**src/rtl/wb_burst_master_if.sv**
```systemverilog
// Wishbone B3 master-side bus bundle used between the burst master and its slave port.
interface wb_burst_master_if;
  logic [31:0] wbm_adr_o;
  logic [1:0]  wbm_bte_o;
  logic [2:0]  wbm_cti_o;
  logic        wbm_cyc_o;
  logic        wbm_stb_o;
  logic        wbm_we_o;
  logic [3:0]  wbm_sel_o;
  logic [31:0] wbm_dat_o;
  logic        wbm_ack_i;
  logic        wbm_err_i;
  logic        wbm_rty_i;
  logic [31:0] wbm_dat_i;

  modport master (
    output wbm_adr_o, wbm_bte_o, wbm_cti_o, wbm_cyc_o, wbm_stb_o,
    output wbm_we_o, wbm_sel_o, wbm_dat_o,
    input  wbm_ack_i, wbm_err_i, wbm_rty_i, wbm_dat_i
  );

  modport slave (
    input  wbm_adr_o, wbm_bte_o, wbm_cti_o, wbm_cyc_o, wbm_stb_o,
    input  wbm_we_o, wbm_sel_o, wbm_dat_o,
    output wbm_ack_i, wbm_err_i, wbm_rty_i, wbm_dat_i
  );
endinterface

```
**src/rtl/wb_burst_master.sv**
```systemverilog
// Command-driven Wishbone B3 burst initiator: one command becomes a linear incrementing
// burst, with write data from a valid/ready stream and read data returned on another.
module wb_burst_master #(
  parameter int LEN_W     = 5,
  parameter int MAX_RETRY = 3
) (
  input  logic             wb_clk,
  input  logic             wb_rst_n,
  input  logic             cmd_valid,
  output logic             cmd_ready,
  input  logic             cmd_we,
  input  logic [31:0]      cmd_adr,
  input  logic [LEN_W-1:0] cmd_len,
  input  logic [31:0]      wr_data,
  input  logic [3:0]       wr_sel,
  input  logic             wr_valid,
  output logic             wr_ready,
  output logic [31:0]      rd_data,
  output logic             rd_valid,
  input  logic             rd_ready,
  output logic             done_o,
  output logic             done_err_o,
  wb_burst_master_if.master wbm
);

  localparam int REM_W = LEN_W + 1;
  localparam int RTY_W = (MAX_RETRY < 1) ? 1 : $clog2(MAX_RETRY + 1);

  typedef enum logic [1:0] {S_IDLE, S_BUS, S_GAP, S_DONE} state_e;

  state_e           state_q, state_d;
  logic             we_q, we_d;
  logic [31:0]      adr_q, adr_d;
  logic [REM_W-1:0] rem_q, rem_d;
  logic             single_q, single_d;
  logic [RTY_W-1:0] retry_q, retry_d;
  logic             cyc_q, cyc_d;
  logic             cmd_ready_q, cmd_ready_d;
  logic             done_q, done_d;
  logic             done_err_q, done_err_d;

  logic             stb;
  logic             beat_ok;
  logic [RTY_W-1:0] retry_inc;

  // The master throttles itself through stb: no source word / no sink room means a wait state.
  assign stb       = cyc_q & (we_q ? wr_valid : rd_ready);
  assign beat_ok   = stb & wbm.wbm_ack_i & ~wbm.wbm_err_i & ~wbm.wbm_rty_i;
  assign retry_inc = retry_q + RTY_W'(1);

  always_comb begin
    state_d    = state_q;
    we_d       = we_q;
    adr_d      = adr_q;
    rem_d      = rem_q;
    single_d   = single_q;
    retry_d    = retry_q;
    done_d     = 1'b0;
    done_err_d = 1'b0;
    case (state_q)
      S_IDLE: begin
        if (cmd_valid) begin
          we_d     = cmd_we;
          adr_d    = cmd_adr & 32'hFFFF_FFFC;
          rem_d    = (cmd_len == '0) ? {1'b1, {LEN_W{1'b0}}} : {1'b0, cmd_len};
          single_d = (cmd_len == LEN_W'(1));
          retry_d  = '0;
          state_d  = S_BUS;
        end
      end
      S_BUS: begin
        if (stb) begin
          if (wbm.wbm_err_i) begin
            state_d    = S_DONE;
            done_d     = 1'b1;
            done_err_d = 1'b1;
          end else if (wbm.wbm_rty_i) begin
            retry_d = retry_inc;
            if (retry_inc == RTY_W'(MAX_RETRY)) begin
              state_d    = S_DONE;
              done_d     = 1'b1;
              done_err_d = 1'b1;
            end else begin
              state_d = S_GAP;
            end
          end else if (wbm.wbm_ack_i) begin
            adr_d = adr_q + 32'd4;
            rem_d = rem_q - REM_W'(1);
            if (rem_q == REM_W'(1)) begin
              state_d = S_DONE;
              done_d  = 1'b1;
            end
          end
        end
      end
      S_GAP:   state_d = S_BUS;
      S_DONE:  state_d = S_IDLE;
      default: state_d = S_IDLE;
    endcase
    cyc_d       = (state_d == S_BUS);
    cmd_ready_d = (state_d == S_IDLE);
  end

  always_ff @(posedge wb_clk) begin
    if (!wb_rst_n) begin
      state_q     <= S_IDLE;
      we_q        <= 1'b0;
      adr_q       <= '0;
      rem_q       <= '0;
      single_q    <= 1'b0;
      retry_q     <= '0;
      cyc_q       <= 1'b0;
      cmd_ready_q <= 1'b1;
      done_q      <= 1'b0;
      done_err_q  <= 1'b0;
    end else begin
      state_q     <= state_d;
      we_q        <= we_d;
      adr_q       <= adr_d;
      rem_q       <= rem_d;
      single_q    <= single_d;
      retry_q     <= retry_d;
      cyc_q       <= cyc_d;
      cmd_ready_q <= cmd_ready_d;
      done_q      <= done_d;
      done_err_q  <= done_err_d;
    end
  end

  assign cmd_ready  = cmd_ready_q;
  assign done_o     = done_q;
  assign done_err_o = done_err_q;

  assign wbm.wbm_adr_o = adr_q;
  assign wbm.wbm_bte_o = 2'b00;
  assign wbm.wbm_cti_o = !cyc_q              ? 3'b000 :
                         single_q            ? 3'b000 :
                         (rem_q == REM_W'(1)) ? 3'b111 : 3'b010;
  assign wbm.wbm_cyc_o = cyc_q;
  assign wbm.wbm_stb_o = stb;
  assign wbm.wbm_we_o  = we_q;
  assign wbm.wbm_sel_o = we_q ? wr_sel : 4'hF;
  assign wbm.wbm_dat_o = wr_data;

  // Read data is a zero-latency pass-through of the slave's data on the accepted beat.
  assign wr_ready = beat_ok & we_q;
  assign rd_valid = beat_ok & ~we_q;
  assign rd_data  = wbm.wbm_dat_i;

endmodule

```
**src/flat_wrapper.sv**
```systemverilog
// flat-port wrapper written by rule: the top's interface ports become plain ports
module wb_burst_master_flat 
#(
  parameter int LEN_W     = 5,
  parameter int MAX_RETRY = 3
)
  (wb_clk, wb_rst_n, cmd_valid, cmd_ready, cmd_we, cmd_adr, cmd_len, wr_data, wr_sel, wr_valid, wr_ready, rd_data, rd_valid, rd_ready, done_o, done_err_o, wbm_wbm_adr_o, wbm_wbm_bte_o, wbm_wbm_cti_o, wbm_wbm_cyc_o, wbm_wbm_stb_o, wbm_wbm_we_o, wbm_wbm_sel_o, wbm_wbm_dat_o, wbm_wbm_ack_i, wbm_wbm_err_i, wbm_wbm_rty_i, wbm_wbm_dat_i);
  wb_burst_master_if wbm_i ();
  input  logic wb_clk;
  input  logic wb_rst_n;
  input  logic cmd_valid;
  output logic cmd_ready;
  input  logic cmd_we;
  input  logic [31:0] cmd_adr;
  input  logic [LEN_W-1:0] cmd_len;
  input  logic [31:0] wr_data;
  input  logic [3:0] wr_sel;
  input  logic wr_valid;
  output logic wr_ready;
  output logic [31:0] rd_data;
  output logic rd_valid;
  input  logic rd_ready;
  output logic done_o;
  output logic done_err_o;
  output wire logic [$bits(wbm_i.wbm_adr_o)-1:0] wbm_wbm_adr_o;
  output wire logic [$bits(wbm_i.wbm_bte_o)-1:0] wbm_wbm_bte_o;
  output wire logic [$bits(wbm_i.wbm_cti_o)-1:0] wbm_wbm_cti_o;
  output wire logic [$bits(wbm_i.wbm_cyc_o)-1:0] wbm_wbm_cyc_o;
  output wire logic [$bits(wbm_i.wbm_stb_o)-1:0] wbm_wbm_stb_o;
  output wire logic [$bits(wbm_i.wbm_we_o)-1:0] wbm_wbm_we_o;
  output wire logic [$bits(wbm_i.wbm_sel_o)-1:0] wbm_wbm_sel_o;
  output wire logic [$bits(wbm_i.wbm_dat_o)-1:0] wbm_wbm_dat_o;
  input wire logic [$bits(wbm_i.wbm_ack_i)-1:0] wbm_wbm_ack_i;
  input wire logic [$bits(wbm_i.wbm_err_i)-1:0] wbm_wbm_err_i;
  input wire logic [$bits(wbm_i.wbm_rty_i)-1:0] wbm_wbm_rty_i;
  input wire logic [$bits(wbm_i.wbm_dat_i)-1:0] wbm_wbm_dat_i;
  assign wbm_wbm_adr_o = wbm_i.wbm_adr_o;
  assign wbm_wbm_bte_o = wbm_i.wbm_bte_o;
  assign wbm_wbm_cti_o = wbm_i.wbm_cti_o;
  assign wbm_wbm_cyc_o = wbm_i.wbm_cyc_o;
  assign wbm_wbm_stb_o = wbm_i.wbm_stb_o;
  assign wbm_wbm_we_o = wbm_i.wbm_we_o;
  assign wbm_wbm_sel_o = wbm_i.wbm_sel_o;
  assign wbm_wbm_dat_o = wbm_i.wbm_dat_o;
  assign wbm_i.wbm_ack_i = wbm_wbm_ack_i;
  assign wbm_i.wbm_err_i = wbm_wbm_err_i;
  assign wbm_i.wbm_rty_i = wbm_wbm_rty_i;
  assign wbm_i.wbm_dat_i = wbm_wbm_dat_i;
  wb_burst_master #(.LEN_W(LEN_W), .MAX_RETRY(MAX_RETRY)) u_core (.wb_clk(wb_clk), .wb_rst_n(wb_rst_n), .cmd_valid(cmd_valid), .cmd_ready(cmd_ready), .cmd_we(cmd_we), .cmd_adr(cmd_adr), .cmd_len(cmd_len), .wr_data(wr_data), .wr_sel(wr_sel), .wr_valid(wr_valid), .wr_ready(wr_ready), .rd_data(rd_data), .rd_valid(rd_valid), .rd_ready(rd_ready), .done_o(done_o), .done_err_o(done_err_o), .wbm(wbm_i));
endmodule
```
**config.mk**
```make
export PLATFORM = sky130hd
export DESIGN_NAME = wb_burst_master_flat
export DESIGN_NICKNAME = d
export VERILOG_FILES = /design/src/rtl/wb_burst_master_if.sv /design/src/rtl/wb_burst_master.sv /design/src/flat_wrapper.sv
export SDC_FILE = /design/constraint.sdc
export NUM_CORES = 1
export LEC_CHECK = 0
export BUFFER_PORTS_ARGS = -buffer_cell sky130_fd_sc_hd__buf_2
export CORE_MARGIN = 2
export CORE_UTILIZATION = 26
export DETAILED_ROUTE_END_ITERATION = 10
export PLACE_DENSITY = 0.63
export SETUP_SLACK_MARGIN = 0.3
export SLEW_MARGIN = 20
export SYNTH_ARGS = -nofsm -noshare
export SYNTH_HDL_FRONTEND = slang
export SYNTH_SLANG_ARGS = --single-unit
export TNS_END_PERCENT = 1
```
**constraint.sdc**
```tcl
create_clock -name wb_clk -period 2.37 [get_ports wb_clk]
set_input_delay 0.474 -clock wb_clk [delete_from_list [all_inputs] [get_ports wb_clk]]
set_output_delay 0.474 -clock wb_clk [all_outputs]
set_load 0.03 [all_outputs]
```
==> impl_summary.md, run 1 <==
Place
The cell count after placement is 638. The congestion estimate from routability-driven global placement came to 0.8361. The pre-CTS setup slack is 62.32 ps. Summed over all nets, the half-perimeter wirelength after detailed placement is 7786 um. Input and output buffers added on the ports amount to 92.

Floorplanning
In this run the vertical extent of the chip is 117.8 um. The starting density of the core is 0.2669. The die covers 13880 um2. The number of placement rows is 41. 227 I/O pins were placed. The die boundary width is 117.8 um. The total area inside the core boundary comes to 12620 um2.

Global route
The number of antenna violations at the first check in global routing was 0. The total routing resource utilization after global routing is 0.1441. Entering global routing, the biggest net connects 56 pins. The first-pass GRT wire length is 16360 um. The via count of the first global-routing pass is 3154.

The total overflow reported by the global router is 0.

Logic synthesis
The most common cell in the netlist is buf_4. The number of different library cells in the post-synthesis netlist is 64. The post-synthesis compound-gate area fraction is 0.2426. The basic-gate share of the synthesized area counting and, or, nand and nor cells is 0.2481. After synthesis, the largest family of logic cells by area is simple AND/OR/NAND/NOR gates. The number of flops mapped to enable cells by yosys is 0. The parity-gate share of the synthesized area counting xor and xnor cells is 0.

The largest total area in the synthesized netlist belongs to dfxtp_1. In the synthesized netlist the dominant register cell turns out to be dfxtp_1. The share of synthesized area in the top cell type comes to 0.2734.

By area the synthesized netlist is led by dfxtp_1 (27%), buf_4 (16%), a21oi_1 (5.6%), nand2_1 (4.7%), nor2_1 (4.6%). Of the total synthesized cell area, the portion taken by full adders, half adders and majority gates is 0.01486. The portion of synthesized area spent on multiplexers is 0.01634. The commonest cells after synthesis are buf_4 (70), dfxtp_1 (46), nand2_1 (42). The flip-flop and latch count after synthesis is 46. The count of warnings emitted by yosys is 0. The per-instance average area after synthesis is 7.552 um2. The cell count after synthesis came out at 446. Of the synthesized area, sequential elements account for 0.2734. The cell area that synthesis handed to floorplanning was 3368 um2.

The async set-reset flop share out of synthesis is 0.

Clock network
The number of sinks driven by the clock tree is 46. TritonCTS built the clock tree. The number of hold buffers added after CTS is 0. CTS placed an instance of clkbuf_16 at the clock tree root. The clock passes through at most 2 buffers.

The clock insertion delay at the later pin of the skew report is 290 ps. TritonCTS created 5 clock buffers. After clock tree synthesis, the clock-pin slew on the worst setup and hold paths is 70 ps. The clock tree synthesis step divided the H-tree into 2 levels.

Hold path
The cell count of the worst hold path is 3. The path category of the worst min-delay check is input port to register. The worst hold path begins at cmd_we.

Setup path
The data arrival at the endpoint of the critical path is 1540 ps. The critical path runs through a total of 6 cells. Traced cell by cell, the critical path runs through inv_1 > ha_1 > nor4bb_2 > buf_4 > and2_4 > buf_6. Together, buffers and inverters on the worst path number 3. The worst flop-to-flop path startpoint is u_core.wbm.wbm_adr_o[3].

Measured in cells, the most critical reg-to-reg path has a length of 6. The cell family with the largest share of critical-path delay is simple AND/OR/NAND/NOR gates. At the worst endpoint, the required time is 1900 ps. The worst setup path is of the register to output port kind.

The maximum cell stage delay along the critical path is 330 ps. The worst setup path is captured at an output port. The critical-path cell with the highest stage delay is dfxtp_1. The largest driver fanout on the critical path is 3. In this run the worst setup path begins at u_core.rem_q[1]. The category of the worst setup path launch point is a register.

Final layout
The number of cells in the finished layout apart from fillers is 649. The fraction of final layout cells with drive strength greater than 1 is 0.3145. The antenna diode count is 0. The net count of the finished layout is 594.

The area growth from synthesis to layout is 14.15%. At the end of the flow the core is filled with cells to 0.3047.

Detailed routing
The iteration-0 DRC count of the detailed router is 209. The remaining number of nets flagged by the antenna check after routing is 0. Dividing the detail-routed wire length by the instance count gives 16.11 um. After detailed routing, the number of remaining DRC violations is 0. The per-cell via count in the routed design is 5.065. The first detailed-routing pass took 5 iterations. The total wire length is 10460 um. For this block, the via count after detailed routing is 3287.

Job
The number of violations of the max-capacitance limit is 0.

STA
The post-route clock skew is 7.528 ps. The smallest clock period supported by the final layout is computed as 2017 ps. The part of the cycle the worst path needs is 0.8511.

Headroom to the max-slew limit came out at 0.6621. The summed negative setup slack over all endpoints is 0 ps. The number of failing setup endpoints in the final timing report is 0. The number of max-slew violations in the final report is 0. The transition time at the pin with the least slew margin is 505.0 ps.

Based on the critical path, the design can be clocked at up to 0.4958 GHz. Setup repair after global routing could not meet its margin everywhere. The final-report hold violation count is 0. After layout, the worst setup slack is 352.9 ps.

Power and ir drop
The worst IR drop on VDD is 0.3208 mV. The static leakage is 1.600 nW. Power spread over the standard cell area amounts to 619.1 nW/um2. Overall power consumption after layout is estimated at 2.380 mW.

Outcome
The flow ran to the end, and the final reports show no timing, DRC or antenna violations.
-- through the flow --
stage	area, um2	hold slack (ps)
detailed placement	3588	475.9
global route	3845	440.1
global placement	3588	457.0
finish	3845	426.3
CTS	3801	426.3
floorplan	3382	445.0
-- tightest hold or removal path: stages --
cell	delay, ps
buf_2	80
mux2i_1	60
nor2_1	70
-- power by group --
| part | internal [mW] | switching, mW |
|---|---|---|
| logic | 0.199 | 0.336 |
| registers | 0.828 | 0.0691 |
| clock network | 0.634 | 0.314 |
-- state kept, by name, indices dropped and copies added, names as in the netlist --
signal	count
u_core.single_q	1
u_core.wbm.wbm_adr_o	30
u_core.wbm.wbm_we_o	1
u_core.cmd_ready	1
u_core.rem_q	6
u_core.done_o	1
u_core.retry_q	2
u_core.state_q	2
u_core.wbm.wbm_cyc_o	1
u_core.done_err_o	1
-- worst paths after layout --
path | end | slack [ps]
worst max-delay path | wbm_wbm_cti_o[2] | 350
worst min-delay path | u_core.wbm.wbm_we_o | 430
worst max register to register | u_core.wbm.wbm_adr_o[24] | 440
worst min register to register | u_core.rem_q[1] | 480
-- placed cells by master (no fill, tap or decap), drive strengths merged, types with 8 or more instances in the layout --
master,n
buf,116
inv,11
nor3,9
a31oi,8
nand2,42
nand4,12
a21oi,38
nor2,42
nand3,14
o21ai,21
dfxtp,46
-- logic make-up (layout without fill, tap and decap cells) --
group | count (synthesis) | in the layout
adders and majority gates | 4 | 4
buffers and inverters | 107 | 135
AOI/OAI and AO/OA | 124 | 124
DFF | 46 | 46
other | 1 | 4
and+or+nand+nor | 159 | 159
muxes | 5 | 5
-- area by class of cell --
class	count	area (um2)
fill	1411	8775
multi-input combinational	296	1802
inverter	11	41.29
clock buffer	6	138.9
tap	172	215.2
timing repair buffer	116	665.6
sequential	46	922.1
clock inverter	2	60.06
-- what timing repair did --
item | CTS | global route
pin swaps | 0 | 2
setup endpoints to repair | 6 | 14
setup buffers | 0 | 3
gates resized for setup | 5 | 5
-- layer usage --
| metal | GRT usage | share of wire | routed length [um] |
|---|---|---|---|
| met2 | 0.2475 | 0.48 | 5038 |
| met1 | 0.1720 | 0.43 | 4450 |
| met4 | 0.03991 | 0.014 | 147 |
| met5 | 0 | 0 | 0 |
| met3 | 0.04651 | 0.078 | 819 |
Power figures use the tool's default switching activity.
==> run 2: changes to the inputs <==
--- a/config.mk
+++ b/config.mk
@@ -6,6 +6,7 @@
 export NUM_CORES = 1
 export LEC_CHECK = 0
 export BUFFER_PORTS_ARGS = -buffer_cell sky130_fd_sc_hd__buf_2
+export CORE_ASPECT_RATIO = 0.75
 export CORE_MARGIN = 2
 export CORE_UTILIZATION = 26
 export DETAILED_ROUTE_END_ITERATION = 10
==> run 2 against run 1 <==
  * Total power shrank 4.4%
  * Via count decreased by 0.55%
  * Wire length fell by 1.5%
  * Clock skew up 4.1 ps
  * Combinational power is essentially flat
  * Register-to-register slack worse by 100 ps
  * Sequential power grew 0.4%
  * Largest cell class unchanged
  * Sequential share of layout area up 0.47 points
  * Worst hold slack worse by 15 ps
  * Cell area shrank 1.8%
  * Cell count is 2.0% lower
==> impl_summary.md, run 2 (same netlist as run 1, synthesis figures left out) <==
Final layout
Once layout is done, the placed cells without fillers occupy 3776 um2. The area of combinational cells with multiple inputs is 1804 um2. The register with the most flip-flops in the layout has 30 of them.

After filler insertion, the fill cell instance count of the layout stands at 1358. In the layout the commonest cells are buf_2 (90), dfxtp_1 (44), nand2_1 (42), nor2_1 (40), a21oi_1 (38). The area added between synthesis and finish is 12.11%.

After the last flow step, the layout net total stands at 587. The fraction of final layout cells with drive strength greater than 1 is 0.3000. The most common cell after layout, fill and taps aside is buf_2. The repair_antennas step left the layout with diodes totalling 0. Across the whole layout, storage elements account for 923.4 um2.

Global route
Entering global routing, the biggest net connects 56 pins. The via count of the first global-routing pass is 3152. The number of antenna violations at the first check in global routing is 1. Across every metal layer, demand over resource in global routing totals 0.1475. The first-pass GRT wire length is 16170 um. After global routing the overflow that remains totals 0.

Job
The tool flagged a number of max-cap violations equal to 0.

Clock network
Post-CTS repair changed the size of 6 cells. The clock tree buffer depth is 2. The clock tree from TritonCTS is done. Clock-pin slew was measured on the worst setup and hold paths at 80 ps. In this run, CTS created clock tree buffers numbering 5. The number of sinks driven by the clock tree is 46. The clock tree synthesis step divided the H-tree into 2 levels.

The clock insertion delay at the later pin of the skew report is 300 ps. In this run, post-CTS hold repair placed 0 buffers. The cell at the root of the clock tree is clkbuf_16.

Post-CTS timing repair inserted 0 buffers for setup.

Floorplanning
The die boundary width is 135.4 um. The floorplan step defined a core boundary enclosing 12480 um2. The initial utilization of the core area, before any placement, comes to 0.2699. In this run the core area contains 35 standard-cell rows.

The floorplan step defined a die boundary enclosing 13890 um2. During I/O placement, the number of pins put on the boundary was 227. In this run the vertical extent of the chip is 102.6 um.

Detailed routing
The total wire length is 10300 um. The detail route stage leaves a number of antenna-violating nets equal to 0. The per-cell via count in the routed design is 5.140. The iteration-0 DRC count of the detailed router is 217. The detailed router placed 3269 vias in this run.

In the final routed layout, each cell accounts on average for 16.19 um. The length of the first detailed-routing pass in iterations is 5. The number of design rule violations left after detail routing is 0.

STA
The summed negative setup slack over all endpoints is 0 ps. The maximum clock frequency is 0.4782 GHz. Setup repair after global routing could not meet its margin everywhere. The clock period minus final worst setup slack is 2091 ps. The number of max-slew violations in the final report was 0. The number of failing setup endpoints in the final timing report is 0. The part of the cycle the worst path needs is 0.8824. The post-route clock skew is 11.58 ps.

Measured against its own limit, the worst slew margin works out to 0.6642. For the pin with the worst max-slew slack, the measured transition is 499.1 ps. The final-report hold violation count is 0.

Power and ir drop
Of the total power, combinational logic draws 0.235. The internal power of the cells totals 1.529 mW. The static leakage is 1.558 nW.

The worst IR drop on VDD is 0.2934 mV. Of the total power, the share spent switching nets is 0.3282. The net switching power is 0.7471 mW. The share of total power dissipated in the clock network is 0.370.

The total power divided by cell area is 602.7 nW/um2. The fraction of power consumed by sequential logic is 0.396.

Setup path
The largest driver fanout on the critical path is 3. The setup path with the least slack is of type register to output port. The data arrival at the endpoint of the critical path is 1620 ps. The worst setup path is captured at an output port.

The buffering stage count on the worst path with inverters included is 3. The critical-path cell with the highest stage delay is dfxtp_1. The category of the worst setup path launch point is a register. The required time of the critical path is 1900 ps. Traced cell by cell, the critical path runs through inv_1 > ha_1 > nor4bb_4 > buf_4 > and2_1 > buf_4.

The maximum cell stage delay along the critical path is 330 ps. The worst register-to-register path has a depth of 5. Counting buffers and inverters, the worst setup path is 6 cells deep. The most frequent cell on the critical path is buf_4. The kind of cell with the highest combined delay along the critical path is buffers and inverters.

Place
The port buffer count is 92. Summed over all nets, the half-perimeter wirelength after detailed placement is 7480 um. Once placement finished, the instance area stood at 3576 um2. The routability congestion estimate is 0.8560.

Hold path
The path category of the worst min-delay check is input port to register. Along the worst hold path, the cell count comes to 3.

Outcome
The run finished with clean final reports.
[run 2: worst paths after layout]
path                                 start                       end  slack [ps]
setup / recovery           u_core.rem_q[1]          wbm_wbm_cti_o[2]         280
hold / removal                      cmd_we       u_core.wbm.wbm_we_o         410
setup reg to reg  u_core.wbm.wbm_adr_o[12]  u_core.wbm.wbm_adr_o[21]         340
hold reg to reg            u_core.rem_q[1]           u_core.rem_q[1]         480
[run 2: power groups by stage]
| stage | logic [mW] | registers, mW | clock network (mW) |
|---|---|---|---|
| 3_3_place_gp | 0.518 | 0.911 | 0 |
| 5_1_grt | 0.584 | 0.913 | 0.884 |
| 6_report | 0.534 | 0.901 | 0.841 |
| 2_1_floorplan | 0.474 | 0.986 | 0 |
| 4_1_cts | 0.536 | 0.899 | 0.851 |
| 3_5_place_dp | 0.529 | 0.915 | 0 |
[run 2: stage by stage]
step / setup slack [ps] / total power, mW / hold WS [ps] / cells / util
final: 278.6 / 2.276 / 411.3 / 636 / 0.3026
after global routing: 164.0 / 2.380 / 423.2 / 636 / 0.3026
after CTS: 261.9 / 2.286 / 411.3 / 636 / 0.3019
after detailed placement: 62.44 / 1.444 / 467.2 / 628 / 0.2865
after global placement: 70.66 / 1.429 / 456.0 / 628 / 0.2865
after floorplan: 222.9 / 1.460 / 445.0 / 449 / -
[run 2: cell type report]
type | instances | area share
multi-input combinational | 296 | 0.4778
sequential | 46 | 0.2445
timing repair buffer | 109 | 0.1670
tap | 166 | 0.05500
clock buffer | 5 | 0.03313
clock inverter | 3 | 0.01160
inverter | 11 | 0.01093
[run 2: worst reg2reg max path, cell delays in order, from the launching register on]
cell,delay [ps]
dfxtp_1,420
nand3_1,300
nor4_4,570
nand3_1,210
a22o_1,240
a32o_1,200
[run 2: routing by layer]
layer	wire, um	share of wire	vias to the layer above	GRT usage
met5	13	0.0013	-	0
met4	214	0.021	2	0.05288
met3	759	0.074	32	0.04425
met2	4502	0.44	119	0.2327
met1	4803	0.47	1542	0.1930
li1	-	-	1574	-
